[src/rtl/sd_access_arbiter.sv]
// sd_access_arbiter: runs SD init, then shares single-block read/write between two requesters round-robin.
module sd_access_arbiter #(
  parameter int ADDR_W      = 32,
  parameter int TIMEOUT_CYC = 1000000
) (
  input  logic              clk,
  input  logic              rst,
  input  logic              req0_valid,
  input  logic              req0_write,
  input  logic [ADDR_W-1:0] req0_addr,
  output logic              req0_ready,
  output logic              req0_done,
  output logic              req0_err,
  input  logic              req1_valid,
  input  logic              req1_write,
  input  logic [ADDR_W-1:0] req1_addr,
  output logic              req1_ready,
  output logic              req1_done,
  output logic              req1_err,
  output logic              sd_init,
  input  logic              init_ok,
  output logic              sd_ren,
  output logic              sd_wen,
  output logic [ADDR_W-1:0] sd_addr,
  input  logic              rd_ok,
  input  logic              wr_ok,
  output logic              busy,
  output logic              owner
);
  localparam int TW = $clog2(TIMEOUT_CYC + 1);
  typedef enum logic [2:0] {INIT_REQ, INIT_WAIT, IDLE, ISSUE, WAIT} state_t;
  state_t            state_q, state_d;
  logic [TW-1:0]     timer_q, timer_d;
  logic [ADDR_W-1:0] addr_q, addr_d;
  logic              wr_q, wr_d, owner_q, owner_d, last_q, last_d;
  logic [1:0]        ready_q, ready_d, done_q, done_d, err_q, err_d;
  logic              init_q, init_d, ren_q, ren_d, wen_q, wen_d, busy_q, busy_d;
  logic              take, grant, ok, expired;
  assign take    = state_q == IDLE && (req0_valid || req1_valid);
  assign grant   = (req0_valid && req1_valid) ? !last_q : req1_valid;
  assign ok      = wr_q ? wr_ok : rd_ok;
  assign expired = timer_q == TW'(TIMEOUT_CYC - 1);
  always_ff @(posedge clk or posedge rst) begin
    if (rst) begin
      state_q <= INIT_REQ;
      timer_q <= '0;
      addr_q  <= '0;
      wr_q    <= 1'b0;
      owner_q <= 1'b0;
      last_q  <= 1'b1;
      ready_q <= '0;
      done_q  <= '0;
      err_q   <= '0;
      init_q  <= 1'b0;
      ren_q   <= 1'b0;
      wen_q   <= 1'b0;
      busy_q  <= 1'b1;
    end else begin
      state_q <= state_d;
      timer_q <= timer_d;
      addr_q  <= addr_d;
      wr_q    <= wr_d;
      owner_q <= owner_d;
      last_q  <= last_d;
      ready_q <= ready_d;
      done_q  <= done_d;
      err_q   <= err_d;
      init_q  <= init_d;
      ren_q   <= ren_d;
      wen_q   <= wen_d;
      busy_q  <= busy_d;
    end
  end
  always_comb begin
    state_d = state_q;
    case (state_q)
      INIT_REQ:  state_d = INIT_WAIT;
      INIT_WAIT: state_d = init_ok ? IDLE : expired ? INIT_REQ : INIT_WAIT;
      IDLE:      state_d = take ? ISSUE : IDLE;
      ISSUE:     state_d = WAIT;
      WAIT:      state_d = ok ? IDLE : expired ? INIT_REQ : WAIT;
      default:   state_d = INIT_REQ;
    endcase
  end
  // ok is checked before expiry, so a completion on the last cycle still wins
  always_comb begin
    timer_d = (state_q == INIT_WAIT || state_q == WAIT) ? timer_q + TW'(1) : '0;
    addr_d  = take ? (grant ? req1_addr : req0_addr) : addr_q;
    wr_d    = take ? (grant ? req1_write : req0_write) : wr_q;
    owner_d = take ? grant : owner_q;
    last_d  = take ? grant : last_q;
    ready_d = take ? (grant ? 2'b10 : 2'b01) : 2'b00;
    done_d  = (state_q == WAIT && ok) ? (owner_q ? 2'b10 : 2'b01) : 2'b00;
    err_d   = (state_q == WAIT && !ok && expired) ? (owner_q ? 2'b10 : 2'b01) : 2'b00;
    init_d  = state_q == INIT_REQ;
    ren_d   = state_q == ISSUE && !wr_q;
    wen_d   = state_q == ISSUE && wr_q;
    busy_d  = state_d != IDLE;
  end
  assign req0_ready = ready_q[0];
  assign req1_ready = ready_q[1];
  assign req0_done  = done_q[0];
  assign req1_done  = done_q[1];
  assign req0_err   = err_q[0];
  assign req1_err   = err_q[1];
  assign sd_init    = init_q;
  assign sd_ren     = ren_q;
  assign sd_wen     = wen_q;
  assign sd_addr    = addr_q;
  assign busy       = busy_q;
  assign owner      = owner_q;
endmodule

[config.mk]
export PLATFORM = sky130hd
export DESIGN_NAME = sd_access_arbiter
export DESIGN_NICKNAME = d
export VERILOG_FILES = /design/src/rtl/sd_access_arbiter.sv
export SDC_FILE = /design/constraint.sdc
export NUM_CORES = 1
export LEC_CHECK = 0
export ABC_AREA = 1
export CORE_UTILIZATION = 45
export CTS_BUF_LIST = sky130_fd_sc_hd__clkbuf_2
export CTS_CLUSTER_SIZE = 24
export DETAILED_ROUTE_END_ITERATION = 16
export PLACE_DENSITY = 0.8
export SYNTH_ARGS = -nofsm -noshare
export SYNTH_HDL_FRONTEND = slang
export SYNTH_SLANG_ARGS = --single-unit
[constraint.sdc]
create_clock -name clk -period 5.8 [get_ports clk]
set_clock_uncertainty 0.05 [all_clocks]
set_input_delay 1.74 -clock clk [delete_from_list [all_inputs] [get_ports clk]]
set_output_delay 1.74 -clock clk [all_outputs]
set_load 0.03 [all_outputs]
# Word-level counts from Yosys, hierarchy flattened
# Index checks and enable logic that the tools add are counted.
[word_totals]
memories = 0
regBits = 68
inputBits = 73
mem_bits_rw = 0
latchBits = 0
output_inout_bits = 43
romBits = 0
wordCells = 49
[op_classes]
n_addsub = 1
n_bitwise = 0
n_shift = 0
n_lt_le_gt_ge = 0
n_div = 0
eq_ne = 6
multipliers = 0
muxes = 16
n_reduce_logical = 13
[ops]
columns = ["op", "count"]
rows = [
  ["$mux 32", 1],
  ["$add 20x1->20 const B", 1],
  ["$eq 20x20->1 const B", 1],
  ["$mux 20", 1],
  ["$pmux 3 s5", 1],
  ["$mux 2", 6],
  ["$logic_and 1x1->1", 7],
  ["$eq 3x2->1 const B", 2],
  ["$mux 3", 2],
  ["$mux 1", 5],
  ["$eq 3x1->1 const B", 1],
  ["$eq 3x3->1 const B", 1],
  ["$logic_not 1->1", 3],
  ["$logic_not 3->1", 1],
  ["$ne 3x2->1 const B", 1],
  ["$logic_or 1x1->1", 2],
]

# Logic depth before layout (Yosys ltp)
[depth]
depth_word = 5
depth_mapped = 9
ltp_nobuf = 9

# Least setup slack after synthesis
# Ideal clock, no wire load.
[synth_path]
kind = "in2reg"
startpoint = "input req1_valid"
endpoint = "register addr_q[10] (netlist: sd_addr[10])"
setup_time_ns = 0.124
path_buffers = 1
cell_stages = 7
path_slack_ns = 3.245
arrival_ns = 2.381
t_required_ns = 5.626
cell_sequence = "nor2_1 -> nor2_4 -> inv_2 -> nor2_8 -> buf_6 -> nand2_1 -> nand3_1"
[synth_via]
elab_chain_cells = 3
word_cells_on_any_way = 5
cone_classes = "mux (2); reduce/logical (3)"
[synth_lines]
columns = ["item", "line", "rtl"]
rows = [
  ["from (decl)", "14", "input logic req1_valid,"],
  ["$logic_and 1x1->1", "40", "assign grant = (req0_valid && req1_valid) ? !last_q : req1_valid;"],
  ["$mux 1", "40", ""],
  ["$mux 32", "88", "addr_d = take ? (grant ? req1_addr : req0_addr) : addr_q;"],
  ["to (signal assigned)", "61", "addr_q <= addr_d;"],
  ["to (decl)", "34", "logic [ADDR_W-1:0] addr_q, addr_d;"],
]
# Several ways; a longest one is shown, not always the timed one.
# A chain may end at the register's enable or synchronous reset.

# Worst setup path in the final report
[layout_path]
startpoint = "register busy_q (netlist: busy)"
endpoint = "output busy"
[layout_rtl]
columns = ["item", "line", "rtl"]
rows = [
  ["from (decl)", "37", "logic init_q, init_d, ren_q, ren_d, wen_q, wen_d, busy_q, busy_d;"],
  ["from (signal assigned)", "71", "busy_q <= busy_d;"],
  ["to (decl)", "27", "output logic busy,"],
]
# No word-level cell between the ends.

==> results.json <==
{
  "grt_usage_pct": 23.1,
  "slew_viol_final": 0,
  "clockBufferDepth": 2,
  "initial_core_util_pct": 47.7,
  "drc": 0,
  "synthesis.nets": 462,
  "postCtsHoldBufs": 0,
  "leakage_nw": 2.02,
  "postCtsSetupBuffers": 0,
  "chipWidth_um": 85.2,
  "first_iter_violations": 174,
  "dp_hpwl_mm": 5.87,
  "cap_viol_max_count": 0,
  "yosysWarnings": 0,
  "hold_viol": 0,
  "hp-class": "reg -> reg",
  "synth_area_leaders": "dfrtp_1, nand2_1, nand3_1",
  "synth_cell_type_count": 27,
  "finalCritPeriodShare_pct": 60.1,
  "port_buffers": 115,
  "grt_pass1_vias": 2864,
  "cp.arrival_ps": 1690,
  "cts.sinks": 68,
  "place_area_mm2": 0.00431,
  "antenna_found_initial": 0,
  "place_congestion": 0.820,
  "critical_path.max_fanout": 1,
  "final_cell_area_mm2": 0.00444,
  "post_cts_resized": 0,
  "drive_gt1_share_pct": 5.87,
  "endpoint_kind": "output port",
  "timing.fmax_mhz": 287,
  "core_area_mm2": 0.00653,
  "clk_pin_slew_worst_paths_ps": 180,
  "worstHoldPathCells": 1,
  "clockRootBuffer": "clkbuf_2",
  "ir_worst_vdd_mv": 0.268,
  "fin_nets": 580,
  "ys_ff_latch": 68,
  "ios": 116,
  "n_antenna_cell": 0,
  "worstPathBufferInverterCount": 1,
  "cp-start-kind": "register",
  "yosysMostFrequentCell": "nand2_1",
  "finalSetupViolCount": 0,
  "min_from": "timer_q[0]$_DFF_PP0_",
  "synthCells": 388,
  "status": "finished, final reports clean",
  "synthTopCellsByCount": "nand2_1, dfrtp_1, nand3_1, nor2_1, inv_1",
  "critPathKind": "reg -> out",
  "insertion_delay_ps": 490,
  "rsz0062_at_grt": "no",
  "crit_chain": "clkdlybuf4s50_1",
  "num_vias": 2916,
  "grt_max_degree": 37,
  "syn-mean-instance-area_um2": 8.04,
  "rr_endpoint": "wr_q$_DFFE_PP0P_",
  "cts_max_level": 3,
  "ys.flop_type": "dfrtp_1",
  "yosysSeqAreaShare_pct": 54.7,
  "worstHoldEndpoint": "timer_q[0]$_DFF_PP0_",
  "cp_top_family": "buffers and inverters",
  "dieArea_mm2": 0.00727,
  "synth-edff-count": 0,
  "layout_setup_ws_ps": 2320,
  "worstPathRequired_ps": 4010,
  "tightest_slew_ps": 683,
  "synth_top_area_share_pct": 53.0,
  "ant_nets": 0,
  "tritoncts": "yes",
  "syn_area_mm2": 0.00312,
  "dp_slack_ps": 2260,
  "first_pass_iters": 4,
  "yosysTopAreaCell": "dfrtp_1",
  "syn2layout_area_growth_pct": 42.5,
  "min_period_ps": 3480,
  "dieHeight_um": 85.2,
  "wire_per_inst_um": 13.3,
  "rows": 29,
  "cellPowerDensity_mw_per_mm2": 440,
  "reg2reg_from": "state_q[0]$_DFF_PP0_",
  "r2r_cells": 7,
  "ff2ff_setup_slack_ps": 3940,
  "tns_ps": 0,
  "slowest_delay_ps": 660,
  "viasPerCell": 4.96,
  "grt_overflow": 0,
  "cts_buffers": 9,
  "grt_pass1_wl_mm": 13.0,
  "totalWireLength_mm": 7.80,
  "synth_async_sr_flop_share_pct": 100,
  "slowest_stage": "clkdlybuf4s50_1",
  "slew_headroom_pct": 54.4
}
## final cells by class
class / instances / area (µm²)
Clock buffer: 11 / 55.1
Inverter: 30 / 113
Timing Repair Buffer: 117 / 1170
Multi-Input combinational cell: 280 / 1230
Clock inverter: 5 / 76.3
Fill cell: 527 / 2090
Tap cell: 77 / 96.3
Sequential cell: 68 / 1700
## how the worst max path moves through the flow
| stage | endpoint | start | cells after the start |
|---|---|---|---|
| 2_1_floorplan | done_q[0]$_DFF_PP0_ | rst | 1 |
| 3_3_place_gp | wr_q$_DFFE_PP0P_ | req1_valid | 7 |
| 3_5_place_dp | wr_q$_DFFE_PP0P_ | req1_valid | 7 |
| 4_1_cts | busy | busy$_DFF_PP1_ | 1 |
| 5_1_grt | busy | busy$_DFF_PP1_ | 1 |
| 6_report | busy | busy$_DFF_PP1_ | 1 |
## cell usage in the layout (no fill, tap or decap), drive strengths merged
cell | synthesis | final
a21oi | 5 | 5
a31oi | 1 | 1
buf | 10 | 2
bufinv | 0 | 2
clkbuf | 0 | 11
clkdlybuf4s50 | 0 | 115
clkinv | 0 | 2
clkinvlp | 0 | 1
dfrtp | 66 | 66
dfstp | 2 | 2
ha | 1 | 1
inv | 30 | 30
nand2 | 150 | 150
nand3 | 50 | 50
nand3b | 1 | 1
nand4 | 5 | 5
nor2 | 49 | 49
nor3 | 5 | 5
nor3b | 1 | 1
o211ai | 1 | 1
o21ai | 6 | 6
or2 | 1 | 1
xnor2 | 1 | 1
xor2 | 3 | 3
## per-layer routing
layer	vias to the layer above	global-route usage (%)	share of wire, %
li1	1458	-	-
met4	0	10.0	1.8
met5	-	0	0
met2	100	37.3	47
met1	1340	27.7	42
met3	18	8.75	8.7
## cell families (layout without fill, tap and decap cells)
family | Yosys count | count (layout) | share of synthesized area, %
compound gates | 13 | 13 | 2.21
xor+xnor | 4 | 4 | 1.12
fa+ha+maj | 1 | 1 | 0.401
buf+inv | 40 | 163 | 5.82
flops | 68 | 68 | 54.7
simple gates | 262 | 262 | 35.8
## through the flow
step	hold WS (ps)	utilization (%)	std cells	total power, mW
4_1_cts	427	68.0	588	1.97
5_1_grt	453	68.0	588	2.08
6_report	426	68.0	588	1.96
3_5_place_dp	404	66.0	572	1.66
3_3_place_gp	399	66.0	572	1.64
2_1_floorplan	376	-	388	1.27
## state kept, by name (all words and copies together) (netlist names), 2 cells and up
name and count:
timer_q 20, err_q 2, state_q 3, sd_addr 32, done_q 2, ready_q 2
## power breakdown
group | switching (mW) | internal [mW] | total [mW]
logic | 0.559 | 0.368 | 0.927
clock network | 0.162 | 0.144 | 0.306
registers | 0.0975 | 0.627 | 0.724
(Power assumes the default switching activity.)
==> variant (same flow settings) <==
The parameter `TIMEOUT_CYC` goes from 1000000 to 2000000.
--- a/src/rtl/sd_access_arbiter.sv
+++ b/src/rtl/sd_access_arbiter.sv
@@ -3,3 +3,3 @@
   parameter int ADDR_W      = 32,
-  parameter int TIMEOUT_CYC = 1000000
+  parameter int TIMEOUT_CYC = 2000000
 ) (
Check against the original RTL: no difference found for any inputs over 10 cycles, from zero or initial values and one cycle with rst high; that may be too few to reach the edited logic, so the function may still have changed.
==> variant against the original RTL <==
- hold slack got worse by 5.6 ps
- sequential share of layout area decreased by 0.30 points
- sequential cell count increased by 1
- total power increased by 1.5%
- setup slack got worse by 14 ps
- design area increased by 2.3%
- global-route usage decreased by 0.65 points
- first-iteration DRC count decreased by 35%
- combinational power decreased by 3.3%
- routed wire length increased by 0.58%
- clock power increased by 19%
- area after synthesis increased by 2.1%
- highest routed layer unchanged
==> variant: results (changes against the original RTL) <==
outcome:
  outcome: "completed"
final_layout:
  nonClockInverterCount: 32  # +6.7%
  final_cells: 617  # +4.9%
  multi_input_area_um2: 1250  # +1.8%
  nFlopsAndLatches: 69  # +1.5%
  sh_seq_area: 0.381  # -0.00305
  fillers: 588  # +12%
  drive_gt1_frac: 0.0518  # -0.00688
  multi_input_cells: 288  # +2.9%
  nets: 590  # +1.7%
  buffer_area_frac: 0.255  # -0.00751
  final_cell_area_um2: 4540  # +2.3%
  clk_share: 0.0355  # +0.00595
grt:
  track_usage: 0.225  # -0.00646
  grt_max_degree: 44  # +19%
  grt_pass1_vias: 2970  # +3.7%
power:
  comb_power_share: 0.451  # -0.022
  ir_worst_vdd_mv: 0.273  # +1.8%
  leakage_nw: 2.01  # -0.76%
  comb_power_mw: 0.896  # -3.3%
  intPower_mw: 1.17  # +2.9%
  clk-power_mw: 0.365  # +19%
yosys:
  ys_types: 26  # -3.7%
  ys_warn_count: 0  # unchanged
  synth_area_leaders: "dfrtp_1, nand2_1, nand3_1"
  synthTopCellsByCount: "nand2_1, dfrtp_1, nor2_1, nand3_1, inv_1"
  synthCells: 399  # +2.8%
  yosysSeqAreaShare: 0.543  # -0.00352
  synth_top_area_share: 0.527  # -0.00317
setup_path:
  r2r_end: "sd_addr[12]$_DFFE_PP0P_"
  ff2ff_path_depth: 5  # -2
  reg2reg_slack_ps: 3840  # -100 ps
place:
  place_area_um2: 4380  # +1.7%
  dp_worst_setup_slack_ps: 2090  # -173 ps
  dp.cells: 601  # +5.1%
  dp_hpwl_um: 5810  # -1.0%
  gp_congestion: 0.895  # +9.2%
routing:
  wl_um: 7850  # +0.58%
  viasPerCell: 4.85  # -2.2%
  drt_iter0_drc: 113  # -35%
  wl_met3_um: 553  # -19%
  wl_met1_um: 3240  # -1.7%
  met2WireLength_um: 3870  # +5.0%
worst_hold_path:
  worstHoldStart: "wr_q$_DFFE_PP0P_"
  whs_endpoint: "sd_ren$_DFF_PP0_"
floorplan:
  die_w_um: 86.1  # +1.0%
cts:
  clkTransAtPathRegs_ps: 200  # +20 ps
timing:
  timing.hold.ws_ps: 420  # -5.57 ps
  relSlewSlack: 0.321  # -0.224
  final_max_slew_viol_count: 0  # unchanged
==> variant: worst max path at each step <==
stage,cells after the start,slack (ps),endpoint,from
6_report,1,2300,busy,busy$_DFF_PP1_
5_1_grt,1,2240,busy,busy$_DFF_PP1_
4_1_cts,1,2270,busy,busy$_DFF_PP1_
3_5_place_dp,5,2090,sd_addr[12]$_DFFE_PP0P_,req1_valid
3_3_place_gp,5,2180,sd_addr[8]$_DFFE_PP0P_,req1_valid
2_1_floorplan,1,2270,done_q[0]$_DFF_PP0_,rst
==> variant: logic make-up (layout without fill, tap and decap cells) <==
family          after synthesis  count (layout)  synth area share
simple gates                266             266             0.348
compound gates               18              18            0.0338
buf+inv                      42             164            0.0629
flops                        69              69             0.543
xor+xnor                      3               3           0.00825
fa+ha+maj                     1               1           0.00393
==> variant: metal layers <==
metal | global-route usage | vias up
met5 | 0 | -
met4 | 0.108 | 0
met3 | 0.0683 | 17
met2 | 0.378 | 109
met1 | 0.262 | 1384
li1 | - | 1481
